`config.mk`:
```
export PLATFORM = sky130hd
export DESIGN_NAME = io_write_port_fifo
export DESIGN_NICKNAME = d
export VERILOG_FILES = /design/src/rtl/io_write_port_fifo.sv
export SDC_FILE = /design/constraint.sdc
export NUM_CORES = 1
export LEC_CHECK = 0
export BUFFER_PORTS_ARGS = -buffer_cell sky130_fd_sc_hd__buf_4
export CAP_MARGIN = 20
export CORE_ASPECT_RATIO = 0.75
export CORE_MARGIN = 2
export CORE_UTILIZATION = 60
export DETAILED_ROUTE_END_ITERATION = 6
export MAX_ROUTING_LAYER = met4
export PLACE_DENSITY = 0.76
export REMOVE_ABC_BUFFERS = 1
export SYNTH_ARGS = -nofsm -noshare
export SYNTH_HDL_FRONTEND = slang
export SYNTH_SLANG_ARGS = --single-unit
```
`constraint.sdc`:
```
create_clock -name clock -period 4.55 [get_ports clock]
set_input_delay 0.455 -clock clock [delete_from_list [all_inputs] [get_ports clock]]
set_output_delay 0.455 -clock clock [all_outputs]
set_load 0.05 [all_outputs]
```
`src/rtl/io_write_port_fifo.sv`:
```
// Peripheral end of a CPU I/O write port: buffers io_out words and returns a registered full flag.
// Define IO_WRITE_PORT_OVERFLOW_EN to build the sticky dropped-write detector; otherwise overflow is tied low.
module io_write_port_fifo #(
  parameter int WORD_WIDTH = 36,
  parameter int DEPTH      = 8,
  parameter int ADDR_WIDTH = 3,
  parameter int EF_SLACK   = 2,
  parameter     RAMSTYLE   = "MLAB"
) (
  input  logic                  clock,
  input  logic                  reset,
  input  logic                  io_wren,
  input  logic [WORD_WIDTH-1:0] io_out,
  output logic                  io_out_EF,
  output logic                  out_valid,
  input  logic                  out_ready,
  output logic [WORD_WIDTH-1:0] out_data,
  output logic [ADDR_WIDTH:0]   count,
  output logic                  overflow
);

  localparam logic [ADDR_WIDTH-1:0] PTR_LAST  = ADDR_WIDTH'(DEPTH - 1);
  localparam logic [ADDR_WIDTH:0]   CNT_DEPTH = (ADDR_WIDTH + 1)'(DEPTH);
  // (DEPTH - count) <= EF_SLACK rewritten as count >= DEPTH - EF_SLACK to stay unsigned.
  localparam logic [ADDR_WIDTH:0]   EF_THRESH = (ADDR_WIDTH + 1)'(DEPTH - EF_SLACK);

  (* ramstyle = RAMSTYLE *) logic [WORD_WIDTH-1:0] mem [DEPTH];

  logic [ADDR_WIDTH-1:0] wr_ptr_q, wr_ptr_d;
  logic [ADDR_WIDTH-1:0] rd_ptr_q, rd_ptr_d;
  logic [ADDR_WIDTH:0]   count_q, count_d;
  logic                  io_out_ef_q, io_out_ef_d;
  logic                  wr_accept;
  logic                  rd_fire;

  always_comb begin
    // Acceptance looks only at start-of-cycle count: a full FIFO rejects even when a read frees a slot.
    wr_accept = io_wren && (count_q < CNT_DEPTH);
    rd_fire   = (count_q != '0) && out_ready;

    wr_ptr_d = wr_ptr_q;
    if (wr_accept) begin
      wr_ptr_d = (wr_ptr_q == PTR_LAST) ? '0 : wr_ptr_q + 1'b1;
    end

    rd_ptr_d = rd_ptr_q;
    if (rd_fire) begin
      rd_ptr_d = (rd_ptr_q == PTR_LAST) ? '0 : rd_ptr_q + 1'b1;
    end

    count_d = count_q;
    case ({wr_accept, rd_fire})
      2'b10:   count_d = count_q + 1'b1;
      2'b01:   count_d = count_q - 1'b1;
      default: count_d = count_q;
    endcase

    io_out_ef_d = (count_d >= EF_THRESH);
  end

  always_ff @(posedge clock) begin
    if (reset) begin
      wr_ptr_q    <= '0;
      rd_ptr_q    <= '0;
      count_q     <= '0;
      io_out_ef_q <= 1'b0;
    end else begin
      wr_ptr_q    <= wr_ptr_d;
      rd_ptr_q    <= rd_ptr_d;
      count_q     <= count_d;
      io_out_ef_q <= io_out_ef_d;
    end
  end

  // Storage is never reset; stale words are hidden behind count.
  always_ff @(posedge clock) begin
    if (wr_accept && !reset) begin
      mem[wr_ptr_q] <= io_out;
    end
  end

`ifdef IO_WRITE_PORT_OVERFLOW_EN
  logic overflow_q, overflow_d;

  always_comb begin
    overflow_d = overflow_q | (io_wren && (count_q == CNT_DEPTH));
  end

  always_ff @(posedge clock) begin
    if (reset) begin
      overflow_q <= 1'b0;
    end else begin
      overflow_q <= overflow_d;
    end
  end

  assign overflow = overflow_q;
`else
  assign overflow = 1'b0;
`endif

  assign out_valid = (count_q != '0);
  assign out_data  = mem[rd_ptr_q];
  assign count     = count_q;
  assign io_out_EF = io_out_ef_q;

endmodule

```
==> results of run 1 <==
[metal layers]
metal  vias to the layer above  wire length, µm  GRT usage (%)
met1                      2692             9170           29.9
met3                        38             1070           3.39
met4                         0              369           4.76
li1                       2363                -              -
met5                         -                0              -
met2                       154            10100           32.3
[area by class of cell]
| cell class | count | area, µm² | area share, % |
|---|---|---|---|
| inverter | 2 | 7.51 | 0.0549 |
| clock inverter | 14 | 154 | 1.13 |
| tap | 253 | 317 | 2.32 |
| timing repair buffer | 94 | 751 | 5.49 |
| multi-input combinational | 172 | 2770 | 20.3 |
| clock buffer | 36 | 731 | 5.35 |
| sequential | 302 | 8930 | 65.4 |
[worst min path at each step]
stage	start	end	cells past startpoint
after detailed placement	rd_ptr_q[2]	flop	2
after global routing	io_out[35]	mem[7][35]	1
after floorplan	rd_ptr_q[1]	flop	2
after global placement	rd_ptr_q[1]	flop	2
after CTS	io_out[35]	mem[0][35]	1
final	io_out[30]	mem[3][30]	1
[cell families (layout without fill, tap and decap cells)]
logic type | Yosys count | after routing | share of synthesized area (%)
XOR/XNOR | 3 | 3 | 0.223
multiplexers | 112 | 112 | 19.8
flip-flops | 302 | 302 | 75.6
buffers and inverters | 25 | 146 | 1.36
AO/OA/AOI/OAI | 10 | 10 | 0.509
other | 1 | 1 | 0.0318
AND/OR/NAND/NOR | 39 | 39 | 1.72
adder cells (fa/ha/maj) | 7 | 7 | 0.742
[stage by stage]
step           worst slack, ns  utilization [%]  cell area, µm²
2_1_floorplan            0.366                -           11700
3_3_place_gp              1.74             66.0           12800
3_5_place_dp              1.76             66.0           12800
4_1_cts                   1.13             70.6           13600
5_1_grt                   1.07             70.7           13700
6_report                  1.18             70.7           13700
[registers in the layout, indices dropped and copies added, names as in the netlist, named ones only]
signal,flops
rd_ptr_q,3
count,4
wr_ptr_q,3
mem,288
io_out_EF,1
[cell usage in the layout, fill, tap and decap left out, types with 2 or more instances in the layout]
master,Yosys,layout
a21oi_1,5,5
buf_12,0,2
buf_4,1,91
bufinv_16,0,3
clkbuf_1,4,8
clkbuf_16,0,28
clkinv_1,0,4
clkinv_2,0,5
dfxtp_1,14,11
dfxtp_2,0,2
edfxtp_1,288,288
ha_1,7,7
inv_1,2,2
mux2_2,36,36
mux2i_1,4,4
mux4_1,72,72
nand2_1,7,7
nand2b_1,6,6
nand4b_1,2,2
nor2_1,12,6
nor2_4,0,6
nor3_1,4,2
nor3_2,0,2
o21ai_0,2,2
or2_2,2,2
or3_1,2,2
xor2_1,2,2
[power groups by stage]
| stage | combinational, mW | clock, mW | sequential (mW) |
|---|---|---|---|
| 2_1_floorplan | 1.15 | 0 | 3.41 |
| 3_3_place_gp | 1.66 | 0 | 3.35 |
| 3_5_place_dp | 1.69 | 0 | 3.36 |
| 4_1_cts | 1.70 | 2.28 | 3.30 |
| 5_1_grt | 1.77 | 2.39 | 3.31 |
| 6_report | 1.69 | 2.24 | 3.30 |
==> out/metrics.csv, run 1 <==
metric,value,unit
syn_area,11800,µm²
dp.final_hpwl,11.5,mm
core-area,19300,µm²
sw_frac_of_total,28.3,%
relSlewSlack,32.8,%
synth_ff_type,edfxtp_1,
crit_top_cell,buf_4,
critical-path-max-stage-delay,0.83,ns
crit_end,out_data[13],
r2r_start,count[2],
p_per_area,529,nW/µm²
clk_transition_reported_paths,0.06,ns
num_vias,5247,
clock_power_share,31.0,%
tns,0,ns
crit_type,flop to output port,
synthCells,499,
crit_fanout,42,
cts_tree,built,
drive_gt1_share,29.4,%
grt_max_degree,43,
r2r_end,io_out_EF,
syn_area_per_cell,23.7,µm²
finalNonFillerCells,873,
grt_pass1_wl,31.7,mm
post-cts-setup-buffer-count,0,
seq_area_frac_synth,75.6,%
dieArea,20800,µm²
hold_buffers,0,
power_leakage,4.59,nW
status,"finished, final reports clean",
startpoint_type,flop,
yosysWarnings,0,
cts_buffers,28,
cp.arrival,2.91,ns
worstPathRequired,4.09,ns
ys_async_sr_fraction,0,%
worstRegToRegCells,10,
antenna_found_initial,0,
synth_cell_types,32,
max_freq,297,MHz
drt_pass1_iterations,5,
fin_skew,0.0269,ns
clock_path_buffers,3,
cpMaxStageDelayCell,dfxtp_4,
clk_latency,0.54,ns
layout.nets,647,
hold_path_class,input pin to flop,
wire_per_inst,23.8,µm
num_rows,44,
finalSetupViolCount,0,
endpoint_kind,output port,
postRouteAntennaNets,0,
clkSinkCount,302,
area_growth,15.8,%
worst_pin_slew,1.01,ns
fillCellCount,1127,
fin_crit,3.37,ns
path_delay_family,multiplexers,
grt_setup_unrepaired,false,
grt-ovfl-total,0,
fp.dieW,166,µm
p_comb_share,23.3,%
seqPwrFrac,45.6,%
synth_top_area_share,73.3,%
synth_area_leader_cell,edfxtp_1,
holdWs,0.144,ns
synthTopCellsByCount,"edfxtp_1, mux4_1, mux2_2",
drv_slew,0,
initial_core_util,61.1,%
drc,0,
root_buffer,clkbuf_16,
die_h,125,µm
place_inst,822,
insertedDiodeCount,0,
cp.depth,4,
cts_resized,0,
grt_use_total,20.8,%
synth.ff_latch_count,302,
yosysMostFrequentCell,edfxtp_1,
first_global_vias,5395,
wl,20.8,mm
synth_edf_count,288,
p_total,7.23,mW
cp.buffers_inverters,2,
pin_count,83,
rrSetupSlack,1.88,ns
vias_per_cell,6.01,
port_buffers,81,
internal_power,5.18,mW
period_share,74.0,%
htreeDepth,1,
finalHoldViolCount,0,
place_congestion,0.755,
synth_area_leaders,"edfxtp_1, mux4_1, mux2_2, dfxtp_1, buf_6",
ir_drop,0.397,mV
power.switching,2.04,mW
cp_cell_sequence,buf_4 > mux4_1 > mux2_2 > buf_4,
drt_iter0_markers,447,
cap_viol_max_count,0,
No activity file was read; power rests on OpenSTA's default activity.
==> run 2: changes to the inputs <==
- clock period: 4.55 -> 3.3 ns (I/O delays scaled with it)
==> run 2 against run 1 <==
  * Hold slack got worse by 0.12 ns
  * Clock power up 44%
  * Clock skew is 0.012 ns lower
  * Critical path type unchanged
  * Combinational power increased by 46%
  * Die area did not move
  * Clock-buffer cell count is 2 lower
  * Via count grew 2.7%
  * Non-clock buffer count up 7
  * Highest routed layer unchanged
  * Largest cell class unchanged
  * Global-route usage rose by 1.1 points
  * Routed wire length up 3.4%
  * Critical endpoint is now out_data[4]
==> out/metrics.csv, run 2 (synthesis gave the netlist of run 1 again) <==
metric,value,unit,change
grt_max_degree,27,,was 43
grt-ovfl-total,0,,unchanged
root_buffer,clkbuf_16,,unchanged
clock_path_buffers,3,,unchanged
dp_worst_setup_slack,0.656,ns,was 1.76 ns
worst_pin_slew,0.694,ns,was 1.01 ns
cts_buffers,29,,was 28
max_freq,343,MHz,
fin_skew,0.0151,ns,was 0.0269 ns
dp.final_hpwl,12.5,mm,was 11.5 mm
startpoint_type,flop,,unchanged
place_congestion,0.784,,was 0.755
clk_latency,0.54,ns,about the same
drc,0,,unchanged
cts_resized,0,,unchanged
fp.dieW,166,µm,unchanged
hold_path_class,input pin to flop,,unchanged
insertedDiodeCount,0,,unchanged
wl,21.5,mm,was 20.8 mm
pin_count,83,,unchanged
clkSinkCount,302,,unchanged
area_growth,16.9,%,was 15.8%
worstPathRequired,2.97,ns,was 4.09 ns
initial_core_util,61.1,%,unchanged
worst_slack,0.382,ns,was 1.18 ns
core-area,19300,µm²,unchanged
first_global_vias,5637,,was 5395
ir_drop,0.630,mV,was 0.397 mV
placed_area,12900,µm²,was 12800 µm²
drv_slew,0,,unchanged
finalNonFillerCells,881,,was 873
hold_buffers,0,,unchanged
htreeDepth,1,,unchanged
period_share,88.4,%,
grt_pass1_wl,33.2,mm,was 31.7 mm
grt_use_total,21.9,%,was 20.8%
crit_type,flop to output port,,unchanged
num_rows,44,,unchanged
place_inst,830,,was 822
drt_iter0_markers,450,,was 447
drt_pass1_iterations,4,,was 5
largest_reg_flops,288,,unchanged
dieArea,20800,µm²,unchanged
postRouteAntennaNets,0,,unchanged
antenna_found_initial,0,,unchanged
endpoint_kind,output port,,unchanged
finalSetupViolCount,0,,unchanged
post-cts-setup-buffer-count,0,,unchanged
wire_per_inst,24.4,µm,was 23.8 µm
grt_setup_unrepaired,false,,unchanged
register_area,8930,µm²,unchanged
vias_per_cell,6.12,,was 6.01
p_per_area,737,nW/µm²,was 529 nW/µm²
final_cell_mix,"edfxtp_1, buf_4, mux4_1",,unchanged
relSlewSlack,53.6,%,was 32.8%
fillCellCount,1106,,was 1127
layout.nets,655,,was 647
port_buffers,81,,unchanged
die_h,125,µm,unchanged
fin_util,71.4,%,was 70.7%
crit_fanout,25,,was 42
multi_input_comb_area,2770,µm²,unchanged
holdWs,0.0217,ns,was 0.144 ns
clk_transition_reported_paths,0.06,ns,about the same
status,"finished, final reports clean",,unchanged
power_leakage,4.65,nW,was 4.59 nW
drive_gt1_share,30.4,%,was 29.4%
final_common_cell,edfxtp_1,,unchanged
fin_crit,2.92,ns,
cp.arrival,2.59,ns,was 2.91 ns
finalHoldViolCount,0,,unchanged
cts_tree,built,,unchanged
num_vias,5391,,was 5247
largest-register,mem,,unchanged
cap_viol_max_count,0,,unchanged
final_area,13800,µm²,was 13700 µm²
## run 2: final cells by class
type	instances	share of cell area, %
Sequential cell	302	64.8
Clock buffer	34	5.40
Multi-Input combinational cell	172	20.1
Tap cell	253	2.29
Timing Repair Buffer	101	6.04
Clock inverter	17	1.36
Inverter	2	0.0544
## run 2: worst paths after layout
path         depth (start not counted)     endpoint         from  slack, ns
min                                  1   mem[2][12]   io_out[12]       0.02
max reg2reg                         10    io_out_EF     count[2]       0.62
min reg2reg                          2         flop  rd_ptr_q[1]       0.48
max                                  4  out_data[4]         flop       0.38
## run 2: layer usage
metal | up-vias | global-route usage [%] | routed length [µm]
met5 | - | - | 0
met4 | 0 | 6.29 | 522
met3 | 45 | 3.48 | 1240
met2 | 165 | 36.0 | 10700
met1 | 2805 | 29.1 | 9040
li1 | 2376 | - | -
## run 2: worst max-delay path, cell delays in order, from the launching register on
cell and delay (ns):
dfxtp_4 0.63, buf_12 0.27, mux4_1 0.63, mux2_2 0.31
buf_4 0.19
## run 2: where the power goes
group,internal (mW),total [mW],switching [mW]
Sequential,4.34,4.49,0.144
Clock,1.92,3.22,1.31
Combinational,1.04,2.46,1.42
## run 2: per-stage QoR
step | TNS [ns] | power [mW]
final | 0 | 10.2
after global routing | 0 | 10.5
after CTS | 0 | 10.3
after detailed placement | 0 | 7.03
after global placement | 0 | 6.97
after floorplan | -68.51 | 6.30
